<file path="config.mk">
export PLATFORM = sky130hd
export DESIGN_NAME = bsg_down_assembler
export DESIGN_NICKNAME = d
export VERILOG_FILES = /design/src/rtl/bsg_down_pkg.sv /design/src/rtl/bsg_down_rr_next.sv /design/src/rtl/bsg_down_assembler.sv
export SDC_FILE = /design/constraint.sdc
export NUM_CORES = 1
export LEC_CHECK = 0
export ABC_AREA = 1
export CORE_AREA = 2 2 98 100
export CTS_CLUSTER_SIZE = 14
export DETAILED_ROUTE_END_ITERATION = 6
export DIE_AREA = 0 0 100 102
export GPL_ROUTABILITY_DRIVEN = 1
export GPL_TIMING_DRIVEN = 0
export PLACE_DENSITY = 0.78
export SLEW_MARGIN = 20
export SYNTH_ARGS = -nofsm -noshare
export SYNTH_HDL_FRONTEND = slang
export SYNTH_SLANG_ARGS = --single-unit
</file>
<file path="constraint.sdc">
create_clock -name clk -period 4.18 [get_ports clk]
set_input_delay 0.418 -clock clk [delete_from_list [all_inputs] [get_ports clk]]
set_output_delay 0.418 -clock clk [all_outputs]
set_load 0.01 [all_outputs]
</file>
<file path="src/rtl/bsg_down_pkg.sv">
// Shared constants and helpers for the downstream core-side assembler.
package bsg_down_pkg;

  localparam int unsigned NUM_CH_DEF = 2;
  localparam int unsigned CH_W_DEF   = 32;
  localparam int unsigned WORDS_DEF  = 2;

  // Ceiling log2, never less than 1 so single-entry indices still have a bit.
  function automatic int unsigned clog2(input int unsigned v);
    int unsigned r;
    r = 1;
    while ((r < 32) && ((32'd1 << r) < v)) r++;
    return r;
  endfunction

  typedef logic [clog2(NUM_CH_DEF)-1:0] ch_idx_t;

endpackage

</file>
<file path="src/rtl/bsg_down_rr_next.sv">
// Combinational channel search: next enabled channel after cur_i (circular)
// and lowest set bit of a reload mask.
module bsg_down_rr_next
  import bsg_down_pkg::*;
#(
  parameter int unsigned NUM_CH = NUM_CH_DEF
) (
  input  logic [NUM_CH-1:0]        en_i,
  input  logic [clog2(NUM_CH)-1:0] cur_i,
  input  logic [NUM_CH-1:0]        mask_i,
  output logic [clog2(NUM_CH)-1:0] next_c_o,
  output logic [clog2(NUM_CH)-1:0] low_c_o
);

  localparam int unsigned IW = clog2(NUM_CH);

  logic [IW-1:0] idx;
  logic          found;

  // Circular priority search starting at cur_i+1; wraps back to cur_i itself.
  always_comb begin
    next_c_o = cur_i;
    idx      = '0;
    found    = 1'b0;
    for (int i = 1; i <= int'(NUM_CH); i++) begin
      idx = IW'((int'(cur_i) + i) % int'(NUM_CH));
      if (!found && en_i[idx]) begin
        next_c_o = idx;
        found    = 1'b1;
      end
    end
  end

  // Lowest set bit of the mask; an all-zero mask yields channel 0.
  always_comb begin
    low_c_o = '0;
    for (int i = int'(NUM_CH) - 1; i >= 0; i--) begin
      if (mask_i[i]) low_c_o = IW'(i);
    end
  end

endmodule

</file>
<file path="src/rtl/bsg_down_assembler.sv">
// Packs WORDS channel words, taken in strict round-robin order over the
// enabled channels, into one wide core word behind a valid/yumi register.
module bsg_down_assembler
  import bsg_down_pkg::*;
#(
  parameter int unsigned NUM_CH = NUM_CH_DEF,
  parameter int unsigned CH_W   = CH_W_DEF,
  parameter int unsigned WORDS  = WORDS_DEF
) (
  input  logic                    clk,
  input  logic                    rst,
  input  logic [NUM_CH*CH_W-1:0]  ch_data_i,
  input  logic [NUM_CH-1:0]       ch_valid_i,
  output logic [NUM_CH-1:0]       ch_yumi_o,
  input  logic [NUM_CH-1:0]       ch_en_i,
  output logic [WORDS*CH_W-1:0]   data_o,
  output logic                    valid_o,
  input  logic                    yumi_i,
  output logic                    err_o
);

  localparam int unsigned IW    = clog2(NUM_CH);
  localparam int unsigned CW    = clog2(WORDS);
  localparam int unsigned OUT_W = WORDS * CH_W;
  localparam int unsigned ACC_W = (WORDS - 1) * CH_W;

  logic [NUM_CH-1:0] en_q, en_d;
  logic [IW-1:0]     rptr_q, rptr_d;
  logic [CW-1:0]     cnt_q, cnt_d;
  logic [ACC_W-1:0]  acc_q, acc_d;
  logic [OUT_W-1:0]  data_q, data_d;
  logic              valid_q, valid_d;
  logic              err_q, err_d;

  logic [IW-1:0]     rr_next, rr_low;
  logic [CH_W-1:0]   word;
  logic              last, room, accept;

  bsg_down_rr_next #(.NUM_CH(NUM_CH)) u_rr (
    .en_i     (en_q),
    .cur_i    (rptr_q),
    .mask_i   (ch_en_i),
    .next_c_o (rr_next),
    .low_c_o  (rr_low)
  );

  // Select the word on the current channel.
  always_comb begin
    word = '0;
    for (int c = 0; c < int'(NUM_CH); c++) begin
      if (rptr_q == IW'(c)) word = ch_data_i[c*CH_W +: CH_W];
    end
  end

  // A completing word needs the output register free or draining this cycle.
  assign last   = (cnt_q == CW'(WORDS - 1));
  assign room   = !last || !valid_q || yumi_i;
  assign accept = ch_valid_i[rptr_q] && en_q[rptr_q] && room;

  // Consume handshake is one-hot on the current channel only.
  always_comb begin
    ch_yumi_o = '0;
    for (int c = 0; c < int'(NUM_CH); c++) begin
      if (accept && (rptr_q == IW'(c))) ch_yumi_o[c] = 1'b1;
    end
  end

  // Next-state: accumulate, complete, drain and idle-time mask reload.
  always_comb begin
    en_d    = en_q;
    rptr_d  = rptr_q;
    cnt_d   = cnt_q;
    acc_d   = acc_q;
    data_d  = data_q;
    valid_d = valid_q;

    if (accept) begin
      rptr_d = rr_next;
      if (last) begin
        data_d  = {word, acc_q};
        valid_d = 1'b1;
        cnt_d   = '0;
      end else begin
        for (int k = 0; k < int'(WORDS) - 1; k++) begin
          if (cnt_q == CW'(k)) acc_d[k*CH_W +: CH_W] = word;
        end
        cnt_d = cnt_q + CW'(1);
      end
    end

    if (!(accept && last) && yumi_i && valid_q) valid_d = 1'b0;

    if ((cnt_q == '0) && !accept && (ch_en_i != en_q)) begin
      en_d   = ch_en_i;
      rptr_d = rr_low;
    end

    err_d = (en_d == '0);
  end

  // State registers with synchronous reset.
  always_ff @(posedge clk) begin
    if (rst) begin
      en_q    <= '1;
      rptr_q  <= '0;
      cnt_q   <= '0;
      acc_q   <= '0;
      data_q  <= '0;
      valid_q <= 1'b0;
      err_q   <= 1'b0;
    end else begin
      en_q    <= en_d;
      rptr_q  <= rptr_d;
      cnt_q   <= cnt_d;
      acc_q   <= acc_d;
      data_q  <= data_d;
      valid_q <= valid_d;
      err_q   <= err_d;
    end
  end

  assign data_o  = data_q;
  assign valid_o = valid_q;
  assign err_o   = err_q;

endmodule

</file>
Yosys cells after proc, flatten, opt, wreduce, memory -nomap -nowiden
Cells that the tools add are included.

operators by class
  add/subtract/negate cells = 3
  order comparisons = 3
  equality and inequality tests = 1
  multiplexer cells = 20
  bitwise operators = 2
  reduce and logical (&&, ||, !) cells = 24

operators with widths
  cell                                                number
  two-way mux 32 bit                                  1
  two-way mux 1 bit                                   18
  logical AND 1 bit                                   10
  < comparator 1 x 2 -> 1 bit, second input constant  3
  AND reduction 2 bit                                 3
  zero test 1 bit                                     5
  adder 1 bit, second input constant                  3
  nonzero test 3 bit                                  1
  zero test 2 bit                                     1
  logical OR 1 bit                                    2
  two-way mux 2 bit                                   1
  != test 2 bit                                       1
  NOT 1 bit                                           2
  nonzero test 2 bit                                  1
  OR reduction 2 bit                                  1

word-level totals
  bits in registers = 102
  bits of input ports = 71
  output and inout port bits = 68
  logic and storage cells = 60

Depth between registers and ports, before layout
Gate-level depths: netlist (run 1).

  depth in word-level cells = 9
  mapped depth = 10
  gate-level depth less buffers = 9

Hierarchy
A second synthesis (run 1) with hierarchy kept.

second synthesis, totals
  cell total of the unflattened synthesis = 580
  area, all modules = 4478.0 um^2

modules (own cells, without submodules)
  module              times used  cells each  area an instance (um^2)  sequential area each (um^2)
  bsg_down_assembler  1           573         4451.8                   2042.0
  bsg_down_rr_next    1           7           26.3                     0.0

Worst setup path before layout (run 1)
OpenSTA, ideal clock, no wires.

  path type = reg2reg
  start point = register rptr_q
  end point = register data_q[32], in the netlist data_o[32]
  library setup time = 116 ps
  arrival = 1238 ps
  required time = 4064 ps
  slack = 2826 ps
  stages on the path, launching flop included = 10
  buffers on the path = 2
  period minus slack after synthesis = 1354 ps
  cell sequence = dfxtp_1 -> buf_4 -> nand3_1 -> nand2_4 -> nand2_4 -> nor2_8 -> inv_2 -> buf_6 -> o21ai_0 -> nor2_1

between the ends
  longest elaborated chain between the ends = 5
  elaborated cells on any way between the ends = 8
  classes of those cells = 5 x mux; 3 x reduce/logical

ends and longest elaborated chain
  what                                                  line                       text
  from (decl)                                           bsg_down_assembler.sv:28   logic [IW-1:0] rptr_q, rptr_d;
  from (signal assigned)                                bsg_down_assembler.sv:113  rptr_q <= rptr_d;
  two-way mux 1 bit (not written as such) (2 in a row)  bsg_down_assembler.sv:58   assign accept = ch_valid_i[rptr_q] && en_q[rptr_q] && room;
  logical AND 1 bit (2 in a row)                        bsg_down_assembler.sv:58
  AND reduction 2 bit (no line)                         n/a
  to (signal assigned)                                  bsg_down_assembler.sv:116  data_q <= data_d;
  to (decl)                                             bsg_down_assembler.sv:31   logic [OUT_W-1:0] data_q, data_d;

Parallel ways exist; a longest one is shown, timed or not. The select of a mux whose other input is x is not followed.
A chain may end at the register's enable or synchronous reset.

Worst setup path in the final report (run 1)
  start point = register rptr_q
  end point = output port ch_yumi_o[1]

between the ends
  longest elaborated chain between the ends = 6
  elaborated cells on any way between the ends = 8
  classes of those cells = 5 x mux; 3 x reduce/logical

ends and longest elaborated chain
  what                                                  line                      text
  two-way mux 1 bit (not written as such) (2 in a row)  bsg_down_assembler.sv:58
  logical AND 1 bit (2 in a row)                        bsg_down_assembler.sv:58
  logical AND 1 bit *                                   bsg_down_assembler.sv:64  if (accept && (rptr_q == IW'(c))) ch_yumi_o[c] = 1'b1;
  two-way mux 1 bit *                                   bsg_down_assembler.sv:64
  to (decl)                                             bsg_down_assembler.sv:14  output logic [NUM_CH-1:0] ch_yumi_o,

Every way passes the cells marked *; elsewhere a longest branch is shown, timed or not. The select of a mux whose other input is x is not followed.

==> results.py, run 1 <==
metrics = {
    "global_routing": {
        "grt_usage_pct": 22.81,
        "grt_max_degree": 17,
        "globalRoute.totalOverflow": 0,
        "grt_pass1_wl_um": 18300,
        "antenna_found_initial": 0,
        "grt_pass1_vias": 3927,
    },
    "worst_setup_path": {
        "crit_path_max_fanout": 10,
        "cp_slowest_cell": "clkdlybuf4s50_1",
        "critPathArrivalTime_ns": 1.94,
        "path_cells": "buf_4 > inv_4 > clkbuf_1 > nor2_1 > clkdlybuf4s50_1",
        "r2r-start": "rptr_q",
        "critPathCaptureType": "output pin",
        "worstSetupStartpoint": "rptr_q",
        "critPathLaunchType": "flop",
        "cp_slowest_stage_delay_ns": 0.49,
        "r2r_setup_slack_ns": 2.50,
        "ff2ff_path_depth": 8,
        "cp.required_ns": 3.76,
        "path_class": "reg -> out",
    },
    "cts": {
        "cts_hold_buf": 0,
        "post_cts_resized": 0,
        "htreeDepth": 3,
        "postCtsSetupBuffers": 0,
        "cts_sinks": 102,
        "cts_tree": "done",
        "path_clk_slew_ns": 0.09,
        "cts_root_buf": "clkbuf_8",
        "cts_buffer_depth": 2,
        "cts_buffers": 9,
        "clk_latency_ns": 0.36,
    },
    "yosys": {
        "yosysUniqueCellTypes": 22,
        "syn-cell-area_um2": 3996,
        "synth.most_common_cell": "nand2_1",
        "synth_edf_count": 0,
        "syn_inst": 534,
        "syn-num-nets": 605,
        "yosysSeqAreaShare_pct": 51.10,
        "syn_avg_cell_area_um2": 7.484,
        "ys_async_sr_fraction_pct": 0,
        "ys_ff_latch": 102,
        "synth-main-ff-cell": "dfxtp_1",
        "synthTopCellsByArea": "dfxtp_1 51%, o21ai_0 11%, nand2_1 9.9%",
        "yosysTopAreaCell": "dfxtp_1",
        "synth_top_area_share_pct": 51.10,
        "synth_common_cells": "105 x nand2_1, 102 x dfxtp_1, 87 x o21ai_0",
        "ys_warn_count": 0,
    },
    "placement": {
        "dp_hpwl_um": 8699,
        "port_buffers": 138,
        "gp_congestion": 0.8132,
    },
    "floorplan": {
        "fp.coreArea_um2": 9109,
        "io_pins": 139,
        "die_area_um2": 10200,
        "start_util_pct": 43.87,
        "die_y_um": 102,
        "row_count": 35,
        "die_width_um": 100,
    },
    "route": {
        "ant_nets": 0,
        "dr.pass1.iters": 7,
        "drtIter0Drc": 185,
        "routed_via_density": 5.030,
        "dr_total_vias": 4019,
        "drcViolationCount": 0,
        "wire_per_inst_um": 14.40,
        "finalWirelength_um": 11500,
    },
    "layout": {
        "syn_to_final_growth_pct": 42.80,
        "design.final.nets": 754,
        "drive_gt1_share_pct": 5.378,
        "antennaDiodeCount": 0,
    },
    "timing": {
        "holdWs_ns": 0.4496,
        "post-route-period-util_pct": 56.53,
        "report.final.slew_viol_count": 0,
        "finalHoldViolations": 0,
        "final.min_clock_period_ns": 2.363,
        "fin_tns_setup_ns": 0,
        "worst_pin_slew_ns": 0.5208,
        "rsz0062_at_grt": "false",
        "fmax_mhz": 423.2,
        "slew_headroom_pct": 65.28,
        "setup_viol": 0,
        "skew_ns": 0.01031,
    },
    "power": {
        "power_density_nw_per_um2": 571.1,
        "power_leakage_nw": 2.315,
        "ir_drop_v": 0.0003129,
    },
    "run_status": {
        "status": "complete, no violations",
    },
    "hold_path": {
        "min_path_type": "reg -> reg",
        "hold_depth": 2,
        "holdCritStartpoint": "acc_q[2]",
    },
    "run": {
        "drv_cap": 0,
    },
}
[through the flow]
step	utilization (%)	instance area, µm²	power [mW]	std cells	worst slack [ns]
floorplan	-	3996	2.085	534	2.826
finish	62.65	5707	3.259	799	1.817
global placement	60.56	5517	2.622	783	1.898
detailed placement	60.56	5517	2.669	783	1.854
CTS	62.65	5707	3.267	799	1.765
global route	62.65	5707	3.482	799	1.690
[sequential cells by signal, indices dropped and copies added (netlist names)]
signal / cells
acc_q: 32
cnt_q: 1
data_o: 64
en_q: 2
err_o: 1
rptr_q: 1
valid_o: 1
[critical path: cells and delay by family (launching register included)]
family | cells | cell delay [ns]
buf+inv | 4 | 1.19
flops | 1 | 0.30
simple gates | 1 | 0.10
[placed cells by master (no fill, tap or decap), drive strengths merged, types with 2 or more instances in the layout]
cell,count
clkbuf,32
o21ai,98
clkinvlp,2
nand3,7
xnor2,2
buf,15
nand2,108
dfxtp,102
inv,40
a21oi,66
nor2,73
clkdlybuf4s50,138
[cells by family (layout without fill, tap and decap cells)]
family	count (synthesis)	in the layout	share of synthesized area [%]
simple gates	191	191	19.51
compound gates	164	164	20.54
flops	102	102	51.10
buf+inv	75	229	8.422
xor+xnor	2	2	0.4384
[path summary, 6_finish.rpt]
kind	to
max	ch_yumi_o[1]
min	data_o[2]
max reg2reg	acc_q[19]
min reg2reg	data_o[2]
[layout make-up]
cell class                 instances  area, µm²
tap                              111      138.9
buffer                            36      187.7
inverter                          39      148.9
timing repair buffer             138       1381
sequential                       102       2042
multi-input combinational        357       1618
clock inverter                     5      58.81
clock buffer                      11      131.4
fill                             849       3402
[report_power, final]
group          leakage [nW]  internal [mW]  switching, mW
Combinational          1.39          0.557          0.759
Sequential            0.835           1.23          0.109
Clock                0.0899          0.279          0.327
[metal layers]
layer / GRT usage (%) / up-vias / wire (µm)
li1: - / 2016 / -
met1: 27.90 / 1830 / 4885
met2: 41.06 / 158 / 5593
met3: 3.899 / 15 / 848
met4: 7.376 / 0 / 175
met5: 0 / - / 0
Power figures use the tool's default switching activity.
==> run 2: changes to the inputs <==
CORE_AREA = 2 2 102 104   (was 2 2 98 100)
DIE_AREA = 0 0 104 106   (was 0 0 100 102)
PLACE_DENSITY = 0.76   (was 0.78)
clock period = 2 ns   (was 4.18 ns; I/O delays follow)
==> run 2 against run 1 <==
Wire length is 2.5% higher; register-to-register slack worse by 2.2 ns; clock power is 120% higher; combinational power is 110% higher; clock skew is 0.0020 ns lower; first-iteration DRC count is 1.1% higher; highest routed layer unchanged.
==> results.py, run 2 (synthesis gave the netlist of run 1 again) <==
metrics = {
    "global_routing": {
        "grt_usage_pct": 21.48,
        "grt_pass1_vias": 3953,
        "grt_pass1_wl_um": 19150,
        "grt_max_degree": 17,
        "globalRoute.totalOverflow": 0,
        "antenna_found_initial": 0,
    },
    "route": {
        "wire_per_inst_um": 14.32,
        "routed_via_density": 4.834,
        "finalWirelength_um": 11800,
        "drcViolationCount": 0,
        "dr.pass1.iters": 6,
        "ant_nets": 0,
        "dr_total_vias": 3983,
        "drtIter0Drc": 187,
    },
    "worst_setup_path": {
        "cp_slowest_cell": "dfxtp_1",
        "critPathArrivalTime_ns": 1.59,
        "path_class": "reg -> out",
        "crit_top_cell": "nand2_4",
        "path_cells": "buf_4 > inv_8 > nand3_4 > nand2_4 > nand2_4 > nor2_1 > dlygate4sd2_1",
        "critPathCaptureType": "output pin",
        "worst-path-buf-inv": 3,
        "critPathLaunchType": "flop",
        "cp_top_family": "buffers and inverters",
        "crit_path_max_fanout": 8,
        "cp.required_ns": 1.80,
        "cp_slowest_stage_delay_ns": 0.31,
    },
    "power": {
        "combPwrFrac_pct": 40.3,
        "pwr-share-seq_pct": 40.6,
        "power_leakage_nw": 2.337,
        "p_int_mw": 4.343,
        "p_sw_share_pct": 36.99,
        "power.net_switching_mw": 2.550,
        "design_power_total_mw": 6.893,
        "ir_drop_v": 0.0005251,
        "clockPowerShare_pct": 19.1,
        "power_density_nw_per_um2": 1197,
    },
    "cts": {
        "clk_latency_ns": 0.36,
        "htreeDepth": 3,
        "cts_tree": "done",
        "cts_buffer_depth": 2,
        "cts_buffers": 9,
        "cts_hold_buf": 0,
        "post_cts_resized": 7,
        "cts_sinks": 102,
        "path_clk_slew_ns": 0.10,
        "postCtsSetupBuffers": 0,
        "cts_root_buf": "clkbuf_8",
    },
    "placement": {
        "dp_hpwl_um": 8760,
        "port_buffers": 138,
        "gp_congestion": 0.7875,
        "placed_area_um2": 5548,
    },
    "hold_path": {
        "min_path_type": "reg -> reg",
    },
    "floorplan": {
        "die_width_um": 104,
        "die_y_um": 106,
        "die_area_um2": 11020,
        "io_pins": 139,
        "start_util_pct": 39.96,
        "row_count": 37,
        "fp.coreArea_um2": 10000,
    },
    "layout": {
        "final_area_um2": 5758,
        "final_common_cell": "clkdlybuf4s50_1",
        "final_cell_mix": "136 x clkdlybuf4s50_1, 105 x nand2_1, 102 x dfxtp_1",
        "design.final.nets": 754,
        "largest_register_ff_count": 64,
        "fillerInstances": 920,
        "syn_to_final_growth_pct": 44.08,
        "drive_gt1_share_pct": 5.959,
        "antennaDiodeCount": 0,
    },
    "timing": {
        "final.min_clock_period_ns": 1.792,
        "finalHoldViolations": 0,
        "worst_pin_slew_ns": 0.5594,
        "post-route-period-util_pct": 89.61,
        "fmax_mhz": 558.0,
        "slew_headroom_pct": 62.71,
        "report.final.slew_viol_count": 0,
        "rsz0062_at_grt": "false",
        "setup_viol": 0,
        "fin_tns_setup_ns": 0,
        "skew_ns": 0.008285,
    },
    "run": {
        "drv_cap": 0,
    },
    "run_status": {
        "status": "complete, no violations",
    },
}
==> run 2: cell types whose count changed in the layout (fill, tap and decap cells not counted), moves of 2 or more <==
cell and delta:
clkbuf_1 -3, dlygate4sd2_1 +2, clkdlybuf4s50_1 -2, clkbuf_2 +2
==> run 2: worst reg2reg max path, delay by kind of cell, from the launching register on <==
kind            cells  cell delay, ns
compound gates      2            0.33
buf+inv             3            0.69
flops               1            0.32
simple gates        3            0.32
==> run 2: path summary, 6_finish.rpt <==
check,startpoint,cells past startpoint,slack [ns],end
worst max-delay path,rptr_q,7,0.21,ch_yumi_o[1]
worst min-delay path,acc_q[10],2,0.45,data_o[10]
worst max register to register,rptr_q,8,0.28,acc_q[5]
worst min register to register,acc_q[10],2,0.45,data_o[10]
==> run 2: through the flow <==
stage | util (%) | hold WS [ns] | instances | worst slack, ns
floorplan | - | 0.2691 | 534 | 0.6464
global placement | 55.48 | 0.4383 | 808 | 0.08655
detailed placement | 55.48 | 0.4454 | 808 | 0.04104
CTS | 57.58 | 0.4591 | 824 | 0.2043
global route | 57.58 | 0.4702 | 824 | 0.08581
finish | 57.58 | 0.4504 | 824 | 0.2079
==> run 2: power groups by stage <==
stage               logic (mW)  clock network, mW  registers, mW
detailed placement        2.75                  0           2.84
CTS                       2.78               1.30           2.80
finish                    2.78               1.32           2.80
global route              3.07               1.40           2.86
floorplan                 1.43                  0           2.93
global placement          2.67                  0           2.82
==> run 2: per-layer routing <==
metal	track usage [%]	share of wire, %	routed length, µm	vias to the layer above
met2	37.88	48	5709	140
met3	5.150	6.6	776	14
met5	0	0	0	-
li1	-	-	-	2012
met1	26.66	44	5161	1817
met4	4.826	1.3	149	0
==> run 2: final cells by class <==
cell class / instances / area [µm²] / share of cell area [%]
Buffer: 36 / 190.2 / 3.303
Tap cell: 136 / 170.2 / 2.955
Sequential cell: 102 / 2042 / 35.46
Multi-Input combinational cell: 357 / 1623 / 28.18
Clock inverter: 5 / 58.81 / 1.021
Timing Repair Buffer: 138 / 1379 / 23.95
Inverter: 39 / 153.9 / 2.673
Clock buffer: 11 / 141.4 / 2.455
